### src/rtl/psuedo_fifo_ram_pkg.sv
// Shared sizing defaults for the pseudo-FIFO and its backing RAM.
package psuedo_fifo_ram_pkg;

  localparam int DEF_DATA_WIDTH = 16;
  localparam int DEF_ADDR_WIDTH = 8;

  function automatic int depth_of(input int addr_width);
    return 1 << addr_width;
  endfunction

  localparam int DEF_DEPTH = depth_of(DEF_ADDR_WIDTH);

endpackage

### src/rtl/fifo_sdp_ram.sv
// Simple dual-port RAM: one write port, one registered read port, shared clock.
module fifo_sdp_ram
  import psuedo_fifo_ram_pkg::*;
#(
  parameter int DATA_WIDTH = DEF_DATA_WIDTH,
  parameter int ADDR_WIDTH = DEF_ADDR_WIDTH
) (
  input  logic                  clk,
  input  logic                  wr_en,
  input  logic [ADDR_WIDTH-1:0] wr_addr,
  input  logic [DATA_WIDTH-1:0] wr_data,
  input  logic                  rd_en,
  input  logic [ADDR_WIDTH-1:0] rd_addr,
  output logic [DATA_WIDTH-1:0] rd_data
);

  localparam int DEPTH = depth_of(ADDR_WIDTH);

  logic [DATA_WIDTH-1:0] mem [DEPTH];

  always_ff @(posedge clk) begin
    if (wr_en) begin
      mem[wr_addr] <= wr_data;
    end
  end

  // No reset on the read register so the array maps onto block RAM.
  always_ff @(posedge clk) begin
    if (rd_en) begin
      rd_data <= mem[rd_addr];
    end
  end

endmodule

### src/rtl/psuedo_fifo_ram.sv
// FIFO built on a simple dual-port RAM: pointers, occupancy count, flags, read valid.
module psuedo_fifo_ram
  import psuedo_fifo_ram_pkg::*;
#(
  parameter int DATA_WIDTH = DEF_DATA_WIDTH,
  parameter int ADDR_WIDTH = DEF_ADDR_WIDTH
) (
  input  logic                  clk,
  input  logic                  rst_n,
  input  logic [DATA_WIDTH-1:0] data_in,
  input  logic                  write_en,
  input  logic                  read_en,
  output logic [DATA_WIDTH-1:0] data_out,
  output logic                  full,
  output logic                  empty,
  output logic                  valid
);

  localparam int DEPTH = depth_of(ADDR_WIDTH);
  localparam int CNT_W = ADDR_WIDTH + 1;

  logic [ADDR_WIDTH-1:0] wr_ptr;
  logic [ADDR_WIDTH-1:0] rd_ptr;
  logic [CNT_W-1:0]      count;
  logic                  wr_accept;
  logic                  rd_accept;
  logic                  loaded;
  logic [DATA_WIDTH-1:0] ram_q;

  assign full      = (count == CNT_W'(DEPTH));
  assign empty     = (count == '0);
  assign wr_accept = write_en && !full;
  assign rd_accept = read_en && !empty;

  fifo_sdp_ram #(
    .DATA_WIDTH(DATA_WIDTH),
    .ADDR_WIDTH(ADDR_WIDTH)
  ) u_ram (
    .clk    (clk),
    .wr_en  (wr_accept),
    .wr_addr(wr_ptr),
    .wr_data(data_in),
    .rd_en  (rd_accept),
    .rd_addr(rd_ptr),
    .rd_data(ram_q)
  );

  always_ff @(posedge clk or negedge rst_n) begin
    if (!rst_n) begin
      wr_ptr <= '0;
      rd_ptr <= '0;
      count  <= '0;
      valid  <= 1'b0;
      loaded <= 1'b0;
    end else begin
      if (wr_accept) begin
        wr_ptr <= wr_ptr + ADDR_WIDTH'(1);
      end
      if (rd_accept) begin
        rd_ptr <= rd_ptr + ADDR_WIDTH'(1);
        loaded <= 1'b1;
      end
      case ({wr_accept, rd_accept})
        2'b10:   count <= count + CNT_W'(1);
        2'b01:   count <= count - CNT_W'(1);
        default: count <= count;
      endcase
      valid <= rd_accept;
    end
  end

  // The RAM read register has no reset; 'loaded' masks it to zero until the
  // first read after reset, giving an asynchronously cleared data_out.
  assign data_out = loaded ? ram_q : '0;

endmodule

### config.mk
export PLATFORM = sky130hd
export DESIGN_NAME = psuedo_fifo_ram
export DESIGN_NICKNAME = d
export VERILOG_FILES = /design/src/rtl/psuedo_fifo_ram_pkg.sv /design/src/rtl/fifo_sdp_ram.sv /design/src/rtl/psuedo_fifo_ram.sv
export SDC_FILE = /design/constraint.sdc
export NUM_CORES = 2
export LEC_CHECK = 0
export CORE_UTILIZATION = 59
export CTS_BUF_LIST = sky130_fd_sc_hd__clkbuf_8
export DETAILED_ROUTE_END_ITERATION = 10
export PLACE_DENSITY = 0.78
export SYNTH_ARGS = -nofsm -noshare
export SYNTH_HDL_FRONTEND = slang
export SYNTH_SLANG_ARGS = --single-unit
### constraint.sdc
create_clock -name clk -period 3.6 [get_ports clk]
set_input_delay 0.36 -clock clk [delete_from_list [all_inputs] [get_ports clk]]
set_output_delay 0.36 -clock clk [all_outputs]
set_load 0.02 [all_outputs]
Word-level counts from Yosys, hierarchy flattened

Memories as Yosys holds them, arrays and structs flattened. A register that Yosys moved wholly into a read port is not among the register bits.
Index checks and enable logic that the tools add are counted.

Add/sub/neg operators: 4
Equality and inequality tests: 3
Muxes and demuxes: 4
Reduce and logical (&&, ||, !) cells: 6

Operators with widths:

| kind                | count |
|---|---|
| $pmux 9 s2          | 1 |
| $add 8x1->8 const B | 2 |
| $mux 16             | 1 |
| $add 9x1->9 const B | 1 |
| $eq 9x9->1 const B  | 1 |
| $logic_not 9->1     | 1 |
| $sub 9x1->9 const B | 1 |
| $eq 2x1->1 const B  | 1 |
| $eq 2x2->1 const B  | 1 |
| $logic_and 1x1->1   | 2 |
| $logic_not 1->1     | 2 |
| $mux 1              | 2 |
| $reduce_bool 2->1   | 1 |

Flip-flop bits (word level): 27
Memory bits (writable): 4096
Bits of input ports: 20
Output and inout bits: 19
Memories: 1

Memories:

| name      | depth | width | rd ports | clocked after memory_dff | wr ports | line               | source |
|---|---|---|---|---|---|---|---|
| u_ram.mem | 256   | 16    | 1        | 1                        | 1        | fifo_sdp_ram.sv:19 | `logic [DATA_WIDTH-1:0] mem [DEPTH];` |

Depth between registers and ports, before layout

Word-level depth: 5
Mapped depth: 15
Depth with buffers taken out: 14

Cells and area by module

A second synthesis with hierarchy kept.

Cells, all modules: 7514
Area total of the unflattened synthesis: 160497.7 µm²

By module, submodules not included:

| module          | instances | cells an instance | area an instance (µm²) | seq. area each (µm²) |
|---|---|---|---|---|
| fifo_sdp_ram    | 1         | 7360              | 158874.9               | 123478.4 |
| psuedo_fifo_ram | 1         | 154               | 1622.8                 | 675.6 |

Worst setup path after synthesis

OpenSTA, ideal clock, no wires.

Path type: register -> register
Start point: register count[1]
End point: register count[8]
Library setup time: 80 ps
Arrival: 3652 ps
Required time: 3520 ps
Setup slack: -132 ps
Cell stages (with the launch flop): 15
Buffers on the path: 1
Period minus slack after synthesis: 3732 ps
Cells stage by stage: dfrtp_1 > nor4_1 > nand2_1 > nor2_1 > nor2b_1 > clkbuf_1 > ha_1 > ha_1 > nor2b_1 > o21ai_0 > a21boi_0 > o21a_1 > o41ai_1 > mux2i_1 > xnor2_1

Longest elaborated chain between the ends: 5

Ends and longest elaborated chain:

| item                                            | line                  | source |
|---|---|---|
| from (decl)                                     | psuedo_fifo_ram.sv:24 | `logic [CNT_W-1:0] count;` |
| from (signal assigned)                          | psuedo_fifo_ram.sv:64 | `2'b10: count <= count + CNT_W'(1);` |
| from (signal assigned)                          | psuedo_fifo_ram.sv:65 | `2'b01: count <= count - CNT_W'(1);` |
| from (signal assigned)                          | psuedo_fifo_ram.sv:66 | `default: count <= count;` |
| $logic_not 9->1 *                               | psuedo_fifo_ram.sv:31 | `assign empty = (count == '0);` |
| net empty                                       | psuedo_fifo_ram.sv:15 | `output logic empty,` |
| $logic_not 1->1 *                               | psuedo_fifo_ram.sv:33 | `assign rd_accept = read_en && !empty;` |
| $logic_and 1x1->1 *                             | psuedo_fifo_ram.sv:33 |  |
| net rd_accept                                   | psuedo_fifo_ram.sv:26 | `logic rd_accept;` |
| $eq 2x1->1 or $eq 2x2->1 (tied branches)        | psuedo_fifo_ram.sv:63 | `case ({wr_accept, rd_accept})` |
| $pmux 9 s2 or $reduce_bool 2->1 (tied branches) | -                     |  |

The timed path passes the listed nets; every way through them passes the cells marked *.
A chain may end at the register's enable or synchronous reset.

==> results by group <==
Critical path
  • Crit Path Class: register to register
  • Critical path arrival: 4370 ps
  • WP data required: 4400 ps
  • CP max FO: 66
  • Crit end category: register
  • CP startpoint kind: register

CTS
  • Later-pin clock latency in the skew report: 1090 ps
  • CTS tree: done
  • Clock buffer depth: 4
  • Root Buffer Master: clkbuf_8
  • H-tree Lvls: 6
  • TritonCTS Buffers: 623
  • Clock-pin transition on the worst setup and hold timing paths: 60 ps
  • Clock sink count: 4139

Layout
  • Multi-input gate area: 33100 µm²
  • Final-layout fill cell count: 16058
  • Layout area overhead: 12.5%
  • Share of cells above drive strength 1: 26.6%
  • Final Cell Area: 180000 µm²
  • Layout Cells excl Fill: 12366
  • FF+latch area: 124000 µm²
  • Post-layout util: 66.9%
  • Nets: 8363

Timing
  • Final WS setup: 31.4 ps
  • Slew Limit Headroom: 8.07%
  • Final Critical Period: 3570 ps
  • Layout Skew: 73.2 ps
  • Final setup viols: 0
  • Final period util: 99.1%
  • RSZ-0062 raised after global routing: no
  • Worst Tran Pin Value: 1380 ps
  • Final TNS setup: 0 ps
  • Final hold vios: 0
  • Max frequency: 280 MHz
  • Min Hold Slack: 224 ps
  • Max-slew violation count: 0

Flow run
  • Max-Cap Viols: 0

Logic synthesis
  • Cell Area, Synth: 160000 µm²
  • Avg Cell Area, Syn: 21.5 µm²
  • Top cells by area, synth: edfxtp_1 77%, mux4_2 12%, mux2i_1 2.8%
  • Syn Nets: 7477
  • Ys Warns: 0
  • Synth cell types: 57
  • Sequential area share after synthesis: 77.7%
  • Area share of the largest cell type after synthesis: 77.3%
  • Number of flops mapped to enable cells by yosys: 4112
  • Mapped Cells: 7443
  • Fraction of registers with async set/reset: 0.652%
  • Yosys reg bits: 4139
  • Top_reg_cell synth: edfxtp_1
  • Cell taking the most area after synthesis: edfxtp_1

Placed design
  • Placed Area: 168000 µm²
  • Dpl cells: 11230
  • Hpwl dp: 246000 µm
  • Pre-CTS setup slack: -379 ps
  • Gpl congestion: 0.936
  • Number of port buffers: 38

Drt
  • Antenna Nets Post-Route: 0
  • First-pass iteration count of the detailed router: 8
  • WL per Instance: 32.6 µm
  • DRT iter0 DRCs: 12044
  • Via density: 6.72
  • # DRC: 0
  • Routed WL: 403000 µm
  • Total vias in the final route: 83058

Power
  • Power per cell area: 725 nW/µm²
  • Worst VDD drop: 0.510 mV
  • Total power draw: 130 mW
  • Static Leak: 58.3 nW

GRT
  • GRT Total Usage: 29.6%
  • Global-route wire length before repair: 575000 µm
  • Largest net degree at the start of global routing: 138
  • GRT met1 Usage: 40.5%
  • Met2 usage: 45.3%
  • Overflow after GRT: 0
  • Gr busiest metal: met2
  • Initial antenna violation count: 15
  • Grt met3 use: 6.98%
  • Vias in the first global route: 82632

Floorplanning
  • Die area: 273000 µm²
  • Initial core utilization: 59.4%
  • Core area: 269000 µm²
  • Die width: 522 µm
  • Row cnt: 190
  • I/O pins: 39
  • Die Span Y: 522 µm

Min path
  • Hold Crit Class: input pin to register

Outcome
  • Status: complete, no violations
-- Yosys cell counts (25+ instances only) --
master and n:
a221oi_1 31, a221o_1 25, a21oi_1 169, mux4_2 832, buf_6 70, dfrtp_1 27
edfxtp_1 4112, a211oi_1 83, clkbuf_1 185, nor2b_1 44, mux2_2 38, nand3_1 63
nand2b_1 57, buf_1 34, a31oi_1 26, buf_4 35, buf_2 122, nand2_1 56
o21ai_0 55, nor2_1 315, a22oi_1 341, mux2i_1 451, o22ai_1 32
-- layout make-up --
type | instances | share of cell area [%]
Antenna cell | 15 | 0.0209
Tap cell | 3552 | 2.47
Multi-Input combinational cell | 2834 | 18.4
Clock buffer | 632 | 4.84
Sequential cell | 4139 | 69.1
Clock inverter | 463 | 1.24
Timing Repair Buffer | 714 | 3.84
Inverter | 17 | 0.0355
-- sequential cells by signal, summed over array words and instances, names as in the netlist --
register,count
u_ram.rd_data,16
wr_ptr,8
rd_ptr,8
count,9
loaded,1
u_ram.mem,4096
valid,1
-- placed cells by master, fill, tap and decap left out, types with 12 or more instances in the layout --
master and n:
nand4_1 18, a31oi_1 25, a221o_1 25, clkinv_2 55, mux4_2 832, o221ai_1 18
nor3_1 21, a21oi_1 167, nand2_2 16, inv_6 12, o21ai_0 50, o31ai_1 21
edfxtp_1 4112, nand3_1 63, dlygate4sd3_1 18, mux2_2 38, clkinv_1 160, ha_1 13
nand2_1 40, a211oi_1 80, nand2b_1 56, a221oi_1 31, buf_12 99, xnor2_1 14
dfrtp_1 21, o22ai_1 32, inv_1 215, nor2_1 309, nor2b_1 38, mux2i_1 449
buf_4 553, clkdlybuf4s50_1 21, o21ai_1 14, clkbuf_8 632, and2_1 19, buf_8 16
diode_2 15, a22oi_1 340
-- per-layer routing --
layer  routed length [µm]  vias up
met5                   47        -
met4                20300        6
met3                49500      901
met2               190000     6230
met1               143000    42802
li1                     -    33119
-- final timing paths --
check                                      startpoint                         end  slack (ps)  depth (start not counted)
worst min-delay path                          read_en             valid$_DFF_PN0_         220                          3
max in group asynchronous                       rst_n       rd_ptr[3]$_DFFE_PN0P_        2920                          4
worst max register to register  rd_ptr[1]$_DFFE_PN0P_  u_ram.rd_data[9]$_DFFE_PP_          30                         10
worst max-delay path            rd_ptr[1]$_DFFE_PN0P_  u_ram.rd_data[9]$_DFFE_PP_          30                         10
min in group asynchronous                       rst_n       rd_ptr[0]$_DFFE_PN0P_         420                          4
worst min register to register   count[8]$_DFFE_PN0P_        count[8]$_DFFE_PN0P_         530                          1
-- critical path, cell delays in order, from the launching register on --
cell,delay [ps]
dfrtp_4,610
buf_12,250
buf_12,220
buf_12,360
mux4_2,390
mux2i_1,270
a22oi_1,240
a211oi_4,420
buf_4,190
a211oi_2,40
a31o_1,230
-- kinds of logic (layout without fill, tap and decap cells) --
family	Yosys count	count (layout)	share of synthesized area [%]
buf+inv	470	1826	1.67
compound gates	852	852	3.71
mux	1321	1321	14.8
simple gates	627	627	1.82
other cells	0	15	0
fa+ha+maj	14	14	0.114
xor+xnor	20	20	0.110
flops	4139	4139	77.7
-- power by group --
part | internal, mW | total, mW | switching (mW)
Sequential | 53.8 | 54.3 | 0.549
Clock | 16.8 | 34.5 | 17.7
Combinational | 16.9 | 41.4 | 24.5
-- what timing repair did --
action | in CTS | in global routing
resized for setup | 8 | 21
gates cloned | 1 | 0
setup endpoints to repair | 4 | 61
hold buffers | 19 | 0
endpoints found under the hold margin | 1284 | 0
pin swaps | 2 | 1
buffers inserted | 6 | 0
(Power assumes the default switching activity.)
